`config.mk`:
```
export PLATFORM = sky130hd
export DESIGN_NAME = fifo_stream_reader_flat
export DESIGN_NICKNAME = d
export VERILOG_FILES = /design/src/rtl/fifo_stream_reader_if.sv /design/src/rtl/fifo_stream_reader.sv /design/src/flat_wrapper.sv
export SDC_FILE = /design/constraint.sdc
export NUM_CORES = 1
export LEC_CHECK = 0
export ABC_AREA = 0
export BUFFER_PORTS_ARGS = -buffer_cell sky130_fd_sc_hd__buf_2
export CAP_MARGIN = 20
export CORE_MARGIN = 8
export CORE_UTILIZATION = 55
export DETAILED_ROUTE_END_ITERATION = 7
export PLACE_DENSITY = 0.75
export SLEW_MARGIN = 25
export SYNTH_ARGS = -nofsm -noshare
export SYNTH_HDL_FRONTEND = slang
export SYNTH_SLANG_ARGS = --single-unit
export TNS_END_PERCENT = 30
```
`constraint.sdc`:
```
create_clock -name clk -period 2.2 [get_ports clk]
set_input_delay 0.33 -clock clk [delete_from_list [all_inputs] [get_ports clk]]
set_output_delay 0.33 -clock clk [all_outputs]
set_load 0.005 [all_outputs]
```
`src/rtl/fifo_stream_reader_if.sv`:
```
// Stream reader bus: FIFO read side plus valid/ready output stream.
// FIFO_READER_STATS_EN adds the words_read statistics counter.
interface fifo_stream_reader_if #(
    parameter int DATA_WIDTH = 8
);
    logic                  fifo_empty;
    logic [DATA_WIDTH-1:0] fifo_rd_data;
    logic                  fifo_rd_en;
    logic                  out_valid;
    logic [DATA_WIDTH-1:0] out_data;
    logic                  out_ready;
`ifdef FIFO_READER_STATS_EN
    logic [15:0]           words_read;

    modport master (
        input  fifo_empty,
        input  fifo_rd_data,
        input  out_ready,
        output fifo_rd_en,
        output out_valid,
        output out_data,
        output words_read
    );

    modport slave (
        output fifo_empty,
        output fifo_rd_data,
        output out_ready,
        input  fifo_rd_en,
        input  out_valid,
        input  out_data,
        input  words_read
    );
`else
    modport master (
        input  fifo_empty,
        input  fifo_rd_data,
        input  out_ready,
        output fifo_rd_en,
        output out_valid,
        output out_data
    );

    modport slave (
        output fifo_empty,
        output fifo_rd_data,
        output out_ready,
        input  fifo_rd_en,
        input  out_valid,
        input  out_data
    );
`endif
endinterface

```
`src/rtl/fifo_stream_reader.sv`:
```
// Turns a registered-read synchronous FIFO into a valid/ready stream
// through a 2-entry skid buffer. FIFO_READER_STATS_EN adds words_read.
module fifo_stream_reader #(
    parameter int DATA_WIDTH = 8
) (
    input  logic                    clk,
    input  logic                    rst,
    fifo_stream_reader_if.master    bus
);

    typedef enum logic [1:0] {
        EMPTY = 2'd0,
        ONE   = 2'd1,
        TWO   = 2'd2
    } occ_t;

    occ_t                  r_occ;
    occ_t                  w_occ_nxt;
    logic                  r_inflight;
    logic                  r_head;
    logic [DATA_WIDTH-1:0] r_buf [2];
    logic                  r_valid;
    logic [DATA_WIDTH-1:0] r_data;

    logic                  w_pop;
    logic                  w_cap;
    logic [2:0]            w_level;
    logic                  w_rd_en;
    logic                  w_wr_idx;
    logic                  w_head_nxt;
    logic [DATA_WIDTH-1:0] w_data_nxt;

    assign w_pop      = r_valid & bus.out_ready;
    assign w_cap      = r_inflight;
    assign w_level    = {1'b0, r_occ} + {2'b00, r_inflight};
    assign w_wr_idx   = r_head ^ (r_occ == ONE);
    assign w_head_nxt = r_head ^ w_pop;

    // Read request: keep buffered + in-flight words at most two.
    always_comb begin
        w_rd_en = 1'b0;
        if (!rst && !bus.fifo_empty) begin
            if (w_level <= 3'd1) begin
                w_rd_en = 1'b1;
            end else if (w_level == 3'd2 && w_pop) begin
                w_rd_en = 1'b1;
            end
        end
    end

    // Occupancy next state from capture and pop.
    always_comb begin
        w_occ_nxt = r_occ;
        unique case (r_occ)
            EMPTY: begin
                if (w_cap) begin
                    w_occ_nxt = ONE;
                end
            end
            ONE: begin
                if (w_cap && !w_pop) begin
                    w_occ_nxt = TWO;
                end else if (!w_cap && w_pop) begin
                    w_occ_nxt = EMPTY;
                end
            end
            TWO: begin
                if (w_pop) begin
                    w_occ_nxt = ONE;
                end
            end
            default: w_occ_nxt = EMPTY;
        endcase
    end

    // Head word after this edge; a capture may land straight in the head.
    always_comb begin
        w_data_nxt = r_buf[w_head_nxt];
        if (w_cap && (w_wr_idx == w_head_nxt)) begin
            w_data_nxt = bus.fifo_rd_data;
        end
    end

    // Occupancy state and in-flight read flag.
    always_ff @(posedge clk or posedge rst) begin
        if (rst) begin
            r_occ      <= EMPTY;
            r_inflight <= 1'b0;
        end else begin
            r_occ      <= w_occ_nxt;
            r_inflight <= w_rd_en;
        end
    end

    // Buffer storage, head pointer and registered stream outputs.
    always_ff @(posedge clk or posedge rst) begin
        if (rst) begin
            r_buf[0] <= '0;
            r_buf[1] <= '0;
            r_head   <= 1'b0;
            r_valid  <= 1'b0;
            r_data   <= '0;
        end else begin
            if (w_cap) begin
                r_buf[w_wr_idx] <= bus.fifo_rd_data;
            end
            r_head  <= w_head_nxt;
            r_valid <= (w_occ_nxt != EMPTY);
            if (w_occ_nxt != EMPTY) begin
                r_data <= w_data_nxt;
            end
        end
    end

    assign bus.fifo_rd_en = w_rd_en;
    assign bus.out_valid  = r_valid;
    assign bus.out_data   = r_data;

`ifdef FIFO_READER_STATS_EN
    logic [15:0] r_words_read;

    // Count accepted stream words, wrapping at 16 bits.
    always_ff @(posedge clk or posedge rst) begin
        if (rst) begin
            r_words_read <= 16'h0000;
        end else if (w_pop) begin
            r_words_read <= r_words_read + 16'h0001;
        end
    end

    assign bus.words_read = r_words_read;
`endif

endmodule
```
`src/flat_wrapper.sv`:
```
// flat-port wrapper written by rule: the top's interface ports become plain ports
module fifo_stream_reader_flat 
#(
    parameter int DATA_WIDTH = 8
)
  (clk, rst, bus_fifo_empty, bus_fifo_rd_data, bus_out_ready, bus_fifo_rd_en, bus_out_valid, bus_out_data);
  fifo_stream_reader_if #(.DATA_WIDTH(DATA_WIDTH)) bus_i ();
  input  logic clk;
  input  logic rst;
  input wire logic [$bits(bus_i.fifo_empty)-1:0] bus_fifo_empty;
  input wire logic [$bits(bus_i.fifo_rd_data)-1:0] bus_fifo_rd_data;
  input wire logic [$bits(bus_i.out_ready)-1:0] bus_out_ready;
  output wire logic [$bits(bus_i.fifo_rd_en)-1:0] bus_fifo_rd_en;
  output wire logic [$bits(bus_i.out_valid)-1:0] bus_out_valid;
  output wire logic [$bits(bus_i.out_data)-1:0] bus_out_data;
  assign bus_i.fifo_empty = bus_fifo_empty;
  assign bus_i.fifo_rd_data = bus_fifo_rd_data;
  assign bus_i.out_ready = bus_out_ready;
  assign bus_fifo_rd_en = bus_i.fifo_rd_en;
  assign bus_out_valid = bus_i.out_valid;
  assign bus_out_data = bus_i.out_data;
  fifo_stream_reader #(.DATA_WIDTH(DATA_WIDTH)) u_core (.clk(clk), .rst(rst), .bus(bus_i));
endmodule
```
; Word-level counts from Yosys, hierarchy flattened
; Index checks and enable logic that the tools add are counted.
[word_totals]
input_bits = 12
elab_cells = 48
ff_bits = 29
output_inout_bits = 10
[classes]
muxes = 15
addsub = 1
n_lt_le_gt_ge = 4
n_bitwise = 5
reduce_logical = 12
eq_ne = 4
[ops]
columns = cell, count
row1 = $mux 8, 5
row2 = $bwmux 16, 1
row3 = $demux 8 s1, 1
row4 = $mux 2, 4
row5 = $logic_and 1x1->1, 6
row6 = $pmux 2 s3, 1
row7 = $ge 2x2->1 const B, 2
row8 = $logic_not 1->1, 4
row9 = $not 1->2, 2
row10 = $add 2x1->3, 1
row11 = $eq 3x2->1 const B, 1
row12 = $le 3x1->1 const B, 1
row13 = $mux 1, 3
row14 = $eq 2x1->1 const B, 1
row15 = $eq 2x2->1 const B, 1
row16 = $logic_not 2->1, 1
row17 = $lt 2x1->1 const B, 1
row18 = $reduce_bool 2->1, 1
row19 = $xor 1x1->1, 2
row20 = $and 1x1->1, 1
row21 = $eq 1x1->1, 1

; Logic depth before layout (Yosys ltp)
; Gate-level depths: netlist of the first run.
[logic_depth]
depth_word = 8
ltp_mapped = 7
depth_no_buf = 7

; Worst setup path before layout of the first run
; Ideal clock, no wire load.
[synth_path]
path_kind = register to output
start = register u_core.r_inflight
end = output bus_fifo_rd_en
path_buffers = 0
slack_ns = 0.394
t_required_ns = 1.870
path_stages_with_launch = 7
arrival_ns = 1.476
cell_sequence = dfrtp_1 -> clkinv_1 -> ha_1 -> nand4b_1 -> a21oi_1 -> a21oi_1 -> nor3_1
[synth_between]
elab_chain_cells = 6
word_cells_on_any_way = 7
classes_between = add/sub: 1 / order compare: 1 / eq/ne: 1 / mux: 3 / reduce/logical: 1
[synth_rtl]
columns = item, line_no
row1 = start: declaration, fifo_stream_reader.sv:19  ; logic r_inflight;
row2 = start signal: assignment, fifo_stream_reader.sv:91  ; r_inflight <= w_rd_en;
row3 = $add 2x1->3 *, fifo_stream_reader.sv:35  ; assign w_level = {1'b0, r_occ} + {2'b00, r_inflight};
row4 = $eq 3x2->1, fifo_stream_reader.sv:45  ; end else if (w_level == 3'd2 && w_pop) begin
row5 = $logic_and 1x1->1, fifo_stream_reader.sv:45
row6 = $mux 1, fifo_stream_reader.sv:45
row7 = $mux 1 *, fifo_stream_reader.sv:43  ; if (w_level <= 3'd1) begin
row8 = $mux 1 *, fifo_stream_reader.sv:42  ; if (!rst && !bus.fifo_empty) begin
row9 = end: declaration, flat_wrapper.sv:13  ; output wire logic [$bits(bus_i.fifo_rd_en)-1:0] bus_fifo_rd_en;
; Mark *: on every way between the ends. The rest lies on a longest branch, timed or not.

; Final worst setup path of the first run
; Same ends and word-level chain as after synthesis.

==> reports/metrics.yaml, run 1 <==
status: "completed"
h-tree-depth: 2
period_share_pct: 98.6
vias_per_cell: 5.90
synthMuxAreaShare_pct: 14.2
grt.overflow.total: 0
synth_area_leaders: "dfrtp_1 (49%), mux2_4 (8.1%), mux2_2 (6.1%)"
hold_class: "input pin to async pin"
synthXorXnorAreaFrac_pct: 2.78
port_buffers: 21
end_kind: "output port"
diodes: 0
worstSetupPathType: "flip-flop to output port"
fin_ws_ps: 30.5
async_reset_ff_share_pct: 100
whs_ps: 68.3
synth_nets: 143
rsz0062_at_grt: "true"
die_h_um: 67.9
wirelength_um: 3420
cp.arrival_ps: 1840
hold_viol_final: 0
clock.fmax_mhz: 461
antenna_found_initial: 0
yosysUniqueCellTypes: 29
die_w_um: 67.9
synth_simple_gate_area_share_pct: 13.9
tightest_slew_ps: 417
dieArea_sq_um: 4610
synth_edf_count: 0
ctsHoldBuffers: 0
crit_required_ps: 1870
min_period_ps: 2170
hpwl_um: 2330
cts_tree: "built"
fill_cells: 229
core-area_sq_um: 2660
nets: 180
synth.avg_cell_area_sq_um: 11.8
first_global_vias: 1145
yosys.area.top_type: "dfrtp_1"
drv_slew: 0
syn2layout_area_growth_pct: 19.7
wl_per_cell_um: 17.5
p_per_area_nw_per_um2: 1650
cts-root-buf: "clkbuf_4"
synth_top_family_by_area: "multiplexers"
place_ws_ps: 222
synth.top_cells.by_count: "dfrtp_1 (29), nand2_1 (14), nor3_1 (9)"
firstDrtPassIters: 4
via_count: 1151
clk_latency_ps: 340
fin_worst_skew_ps: 16.1
ant_nets: 0
drtIter0Drc: 53
cts.sinks: 29
synthAdderAreaFrac_pct: 4.22
rows: 19
power_w: 0.00293
place.gp.congestion: 0.797
leakage_nw: 0.838
synth_top_area_share_pct: 48.9
io_pins: 22
path_clk_slew_ps: 100
grt_pass1_wl_um: 5550
setup_viol: 0
grt_util_all_layers_pct: 16.6
synth.yosys.seq_area_share_pct: 48.9
ys.flop_type: "dfrtp_1"
cts.path.max_buffers: 2
worstPathMaxFanout: 3
synth-compound-area-share_pct: 12.3
grt_max_degree: 30
vdd_ir_drop_max_mv: 0.967
cap_violations: 0
yosysMostFrequentCell: "dfrtp_1"
drive_above_1_share_pct: 39.6
maxSlewHeadroom_pct: 72.2
start_util_pct: 55.7
syn_inst: 126
yosysWarnings: 0
critPathLaunchType: "flip-flop"
numCtsBuffers: 5
ys_ff_latch: 29
drc_errors: 0
netlist_area_sq_um: 1480
[routing by layer]
| metal | part of all wire (%) | track usage [%] |
|---|---|---|
| met3 | 6.0 | 5.89 |
| met2 | 49 | 26.8 |
| met1 | 43 | 19.9 |
| met5 | 0 | 0 |
| met4 | 1.6 | 6.14 |
[worst max-delay path, cell delays in order (launching register included)]
cell	delay, ps
dfrtp_1	420
ha_2	200
inv_2	70
ha_4	190
nand2b_1	130
a21oi_1	140
a21oi_1	70
nor3_2	130
buf_2	140
[timing repair]
action | in CTS | in global routing
resized for setup | 5 | 0
buffers inserted | 4 | 1
endpoints found under the setup margin | 1 | 1
pin swaps | 2 | 1
[cell usage in the layout, fill, tap and decap left out, drive strengths merged, types with 2 or more instances in the layout]
| cell type | count |
|---|---|
| buf | 34 |
| dfrtp | 29 |
| mux2 | 16 |
| nand2 | 15 |
| nor3 | 9 |
| and3 | 8 |
| a221oi | 8 |
| o31ai | 8 |
| clkbuf | 8 |
| inv | 5 |
| ha | 5 |
| xor2 | 2 |
| nand3b | 2 |
| nand2b | 2 |
| a21oi | 2 |
[metrics by stage]
step	utilization, %	area [sq um]	cells	TNS [ps]
after global routing	66.6	1770	195	-85.0
after detailed placement	62.2	1660	182	0
after floorplan	-	1480	126	0
after CTS	66.4	1770	194	-43.9
final	66.6	1770	195	0
after global placement	62.2	1660	182	0
[cells by family after synthesis]
family | Yosys count
buffers and inverters | 10
AO/OA/AOI/OAI | 23
multiplexers | 16
flip-flops | 29
adder cells (fa/ha/maj) | 5
AND/OR/NAND/NOR | 40
XOR/XNOR | 3
[area by class of cell]
cell class              instances  area, sq um  area share, %
multi-input cells              87          736           41.5
flip-flops and latches         29          726           40.9
well taps                      31         38.8           2.19
inverters                       6         22.5           1.27
repair buffers                 34          203           11.4
clock buffers                   8         48.8           2.75
[sequential cells by signal, summed over array words and instances (netlist names)]
register and count:
u_core.bus.out_data 8, u_core.bus.out_valid 1, u_core.r_inflight 1, u_core.r_occ 2
u_core.r_buf 16, u_core.r_head 1
[report_power, final]
part / switching (W) / internal, W
registers: 0.000164 / 0.000813
clock network: 0.000183 / 0.000127
logic: 0.000817 / 0.000827
total: 0.00116 / 0.00177
[worst paths after layout]
check | start | endpoint | slack, ps | cells past startpoint
worst max-delay path | u_core.r_inflight | bus_fifo_rd_en | 30 | 8
worst min-delay path | rst | u_core.r_buf[12] | 70 | 3
worst max register to register | u_core.r_occ[0] | u_core.bus.out_data[4] | 290 | 6
worst min register to register | u_core.bus.out_data[3] | u_core.bus.out_data[3] | 480 | 2
max in group asynchronous | rst | u_core.r_buf[13] | 1850 | 3
min in group clk | bus_fifo_rd_data[7] | u_core.r_buf[15] | 250 | 2
Note: power is estimated with default switching activity, not from simulation.
==> run 2: changes to the inputs <==
- CORE_UTILIZATION: 55 -> 30
- PLACE_DENSITY: 0.75 -> 0.45
==> reports/metrics.yaml, run 2 (synthesis results as in run 1) <==
maxSlewHeadroom_pct: 61.1
worstSetupPathType: "flip-flop to output port"
clockPowerShare_pct: 13.5
drive_above_1_share_pct: 41.4
whs_ps: 146
die_w_um: 86.3
core-area_sq_um: 4750
ant_nets: 0
antenna_found_initial: 0
crit_path_frequent_cell: "a21oi_2"
grtUsageMet3_pct: 3.40
end_kind: "output port"
grt_util_met1_pct: 12.2
clock.fmax_mhz: 466
fin_worst_skew_ps: 5.30
grt_max_degree: 30
die_h_um: 86.3
largest_reg_flops: 16
cts.path.max_buffers: 2
wl_per_cell_um: 16.1
numCtsBuffers: 5
first_global_vias: 1246
largest-register: "u_core.r_buf"
r2r-end: "u_core.r_buf[10]"
switching_share_pct: 38.9
met2_usage_pct: 17.0
timing.setup.tns_ps: 0
power_frac_comb_pct: 54.6
nets: 178
cp.arrival_ps: 1820
seqPwrFrac_pct: 31.9
p_sw_w: 0.00119
critPathLaunchType: "flip-flop"
grt.overflow.total: 0
fin_ws_ps: 53.8
wirelength_um: 3690
worst_path_max_delay_cell: "dfrtp_1"
final_cell_mix: "dfrtp_1 (29), buf_2 (21), nand2_1 (14)"
layout_commonest_cell: "dfrtp_1"
drtIter0Drc: 43
max_stage_delay_ps: 410
internal_power_w: 0.00187
place.gp.congestion: 0.773
cts_tree: "built"
grt-busiest-layer: "met2"
crit_required_ps: 1870
vdd_ir_drop_max_mv: 0.581
drv_slew: 0
hold_class: "input pin to async pin"
cts.sinks: 29
path_cells: "ha_2 > inv_2 > ha_4 > nand2b_1 > a21oi_2 > a21oi_2 > nor3_2 > buf_2"
io_pins: 22
dieArea_sq_um: 7450
min_period_ps: 2150
rows: 25
place_ws_ps: 253
diodes: 0
tightest_slew_ps: 583
worst-path-buf-inv: 2
h-tree-depth: 2
cap_violations: 0
path_clk_slew_ps: 60
port_buffers: 21
period_share_pct: 97.6
via_count: 1093
clk_latency_ps: 280
setup_viol: 0
status: "completed"
leakage_nw: 0.848
worstPathMaxFanout: 3
vias_per_cell: 4.77
p_per_area_nw_per_um2: 1660
rr_startpoint: "u_core.r_occ[0]"
grt_util_all_layers_pct: 10.4
rsz0062_at_grt: "true"
drc_errors: 0
syn2layout_area_growth_pct: 24.5
ff2ff_setup_slack_ps: 310
cts-root-buf: "clkbuf_8"
startpoint: "u_core.r_inflight"
hpwl_um: 2420
start_util_pct: 31.2
path_delay_family: "flip-flops"
hold_viol_final: 0
firstDrtPassIters: 4
grt_pass1_wl_um: 6110
r2r_cells: 5
power_w: 0.00305
[run 2: cell types whose count changed in the layout (fill, tap and decap cells not counted), sizes merged]
| cell | delta |
|---|---|
| buf | -2 |
| clkbuf | -2 |
| clkinv | +2 |
[run 2: area by class of cell]
cell class              count  area (sq um)
multi-input cells          87           743
clock inverters             2          10.0
clock buffers               6          72.6
inverters                   6          22.5
well taps                  67          83.8
repair buffers             32           188
flip-flops and latches     29           726
fillers                   500          2910
[run 2: tightest hold or removal path, delay by kind of cell]
| kind | cells | cell delay [ps] |
|---|---|---|
| buffers and inverters | 3 | 510 |
[run 2: routing by layer]
metal  vias up  wire length (um)
met5         -                 0
met4         0                31
met2        14              1820
met1       543              1710
met3         5               124
li1        531                 -
[run 2: through the flow]
step	util, %	std cells	cell area [sq um]
3_5_place_dp	35.6	217	1690
6_report	38.8	229	1850
3_3_place_gp	35.6	217	1690
5_1_grt	38.8	229	1850
2_1_floorplan	-	126	1480
4_1_cts	38.2	228	1820
[run 2: power by group through the flow]
| stage | Combinational, W | Clock [W] | Sequential [W] |
|---|---|---|---|
| 6_report | 0.00167 | 0.000413 | 0.000974 |
| 5_1_grt | 0.00183 | 0.000468 | 0.00101 |
| 3_3_place_gp | 0.00154 | 0 | 0.000974 |
| 4_1_cts | 0.00162 | 0.000436 | 0.000972 |
| 3_5_place_dp | 0.00155 | 0 | 0.000983 |
| 2_1_floorplan | 0.00111 | 0 | 0.000959 |
[run 2: what timing repair did]
item	4_1_cts	5_1_grt
pin swaps	3	3
hold buffers	0	0
setup buffers	3	1
setup endpoints to repair	1	1
gates resized for setup	3	4
[run 2: worst max-delay path by stage]
stage,to,slack [ps],depth (start not counted)
after floorplan,bus_fifo_rd_en,390,6
after global placement,bus_fifo_rd_en,310,8
after detailed placement,bus_fifo_rd_en,250,8
after CTS,bus_fifo_rd_en,10,8
after global routing,bus_fifo_rd_en,-90,8
final,bus_fifo_rd_en,50,8
==> run 3: changes to the inputs <==
--- a/config.mk
+++ b/config.mk
@@ -8,2 +8,3 @@
 export ABC_AREA = 0
+export ABC_CLOCK_PERIOD_IN_PS = 2200
 export BUFFER_PORTS_ARGS = -buffer_cell sky130_fd_sc_hd__buf_2
==> constraint.sdc (replaced) <==
create_clock -name clk -period 2.2 [get_ports clk]
set_input_delay 0.11 -clock clk [delete_from_list [all_inputs] [get_ports clk]]
set_output_delay 0.11 -clock clk [all_outputs]
set_load 0.005 [all_outputs]
==> reports/metrics.yaml, run 3 (synthesis results as in run 1) <==
grt_pass1_wl_um: 5970
die_h_um: 86.3
max_stage_delay_ps: 400
top_layer: "met4"
ff2ff_setup_slack_ps: 320
leakage_nw: 0.835
hold_viol_final: 0
regArea_sq_um: 726
largest-register: "u_core.r_buf"
nets: 176
h-tree-depth: 2
cp.arrival_ps: 1840
final_cell_mix: "dfrtp_1 (29), buf_2 (21), nand2_1 (14)"
tightest_slew_ps: 526
cts-root-buf: "clkbuf_8"
r2r-end: "u_core.bus.out_data[2]"
wl_met1_um: 1530
drc_errors: 0
period_share_pct: 88.5
timing.setup.tns_ps: 0
hold_class: "input pin to flip-flop"
drtIter0Drc: 72
rsz0062_at_grt: "false"
cts.sinks: 29
die_w_um: 86.3
clk_latency_ps: 280
seqPwrFrac_pct: 33.1
antenna_found_initial: 0
switching_share_pct: 38.4
worst-path-buf-inv: 2
port_buffers: 21
worstSetupPathType: "flip-flop to output port"
place.gp.congestion: 0.808
drv_slew: 0
vias_per_cell: 4.92
end_kind: "output port"
start_util_pct: 31.2
worstPathMaxFanout: 3
grt.overflow.total: 0
ant_nets: 0
drive_above_1_share_pct: 35.2
cap_violations: 0
startpoint: "u_core.r_inflight"
fin_cells: 226
path_cells: "ha_1 > inv_1 > ha_1 > nand2b_1 > a21oi_1 > a21oi_1 > nor3_2 > buf_2"
wl_per_cell_um: 16.0
dieArea_sq_um: 7450
rr_startpoint: "u_core.r_occ[0]"
holdPathStages: 2
largest_reg_flops: 16
clockPowerShare_pct: 14.8
hpwl_um: 2440
power_w: 0.00295
rows: 25
wirelength_um: 3620
numCtsBuffers: 5
fin_worst_skew_ps: 4.83
min_period_ps: 1950
path_delay_family: "adder cells"
grt_max_degree: 30
wl_met3_um: 194
setup_viol: 0
clock.fmax_mhz: 513
path_clk_slew_ps: 60
internal_power_w: 0.00182
vdd_ir_drop_max_mv: 0.593
placed_cells: 216
io_pins: 22
whs_ps: 98.6
cts_tree: "built"
multi_input_area_sq_um: 708
critPathLaunchType: "flip-flop"
via_count: 1113
cp.depth: 8
power_frac_comb_pct: 52.0
diodes: 0
status: "completed"
grt_util_all_layers_pct: 10.5
core-area_sq_um: 4750
cts.path.max_buffers: 2
r2r_cells: 6
first_global_vias: 1195
worstSetupEndpoint: "bus_fifo_rd_en"
layout_commonest_cell: "dfrtp_1"
fill_cells: 507
maxSlewHeadroom_pct: 64.9
crit_required_ps: 2090
worst_path_max_delay_cell: "dfrtp_1"
syn2layout_area_growth_pct: 21.7
route.met2.wl_um: 1850
p_per_area_nw_per_um2: 1630
p_sw_w: 0.00113
firstDrtPassIters: 4
[run 3: cell count changes in the layout (fill, tap and decap cells not counted)]
cell / delta
ha_2: -1
inv_1: +1
clkbuf_8: +1
clkinv_2: -2
a21oi_2: -2
ha_1: +3
a21oi_1: +2
buf_4: -4
inv_2: -1
dlygate4sd3_1: +2
ha_4: -2
[run 3: repair_timing]
action                                  4_1_cts  5_1_grt
resized for setup                             0        1
hold buffers                                  2        0
setup buffers                                 0        1
endpoints found under the setup margin        0        1
hold endpoints to repair                     30        0
[run 3: metrics by stage]
| stage | area (sq um) | util, % | worst slack (ps) |
|---|---|---|---|
| after floorplan | 1480 | - | 606 |
| after global placement | 1690 | 35.4 | 409 |
| after detailed placement | 1690 | 35.4 | 392 |
| after CTS | 1790 | 37.7 | 142 |
| after global routing | 1800 | 37.9 | 24.7 |
| final | 1800 | 37.9 | 252 |
[run 3: worst reg2reg max path: stages, from the launching register on]
cell and delay, ps:
dfrtp_1 370, buf_4 130, nor2b_1 260, buf_4 210, xor2_2 380, a221oi_1 180
o31ai_1 250
[run 3: worst min path at each step]
stage / startpoint / end / slack, ps
floorplan: rst / u_core.bus.out_data[0] / 190
global placement: rst / u_core.r_inflight / 210
detailed placement: rst / u_core.r_inflight / 230
CTS: bus_fifo_rd_data[1] / u_core.r_buf[9] / 90
global route: bus_fifo_rd_data[1] / u_core.r_buf[9] / 90
finish: bus_fifo_rd_data[1] / u_core.r_buf[9] / 100
[run 3: power by group through the flow]
stage               clock network (W)  registers, W  logic [W]
global route                 0.000486       0.00101    0.00168
detailed placement                  0      0.000982    0.00152
finish                       0.000438      0.000976    0.00153
floorplan                           0      0.000959    0.00111
CTS                          0.000460      0.000978    0.00154
global placement                    0      0.000978    0.00151
[run 3: final cells by class]
| cell class | count | share of cell area (%) |
|---|---|---|
| clock buffer | 7 | 4.79 |
| inverter | 6 | 1.25 |
| tap | 67 | 4.65 |
| multi-input combinational | 87 | 39.3 |
| timing repair buffer | 30 | 9.85 |
| sequential | 29 | 40.2 |
[run 3: metal layers]
layer / global-route usage (%) / vias up
met5: 0 / -
met4: 5.16 / 0
met3: 3.40 / 6
met2: 17.6 / 32
met1: 11.8 / 553
li1: - / 522
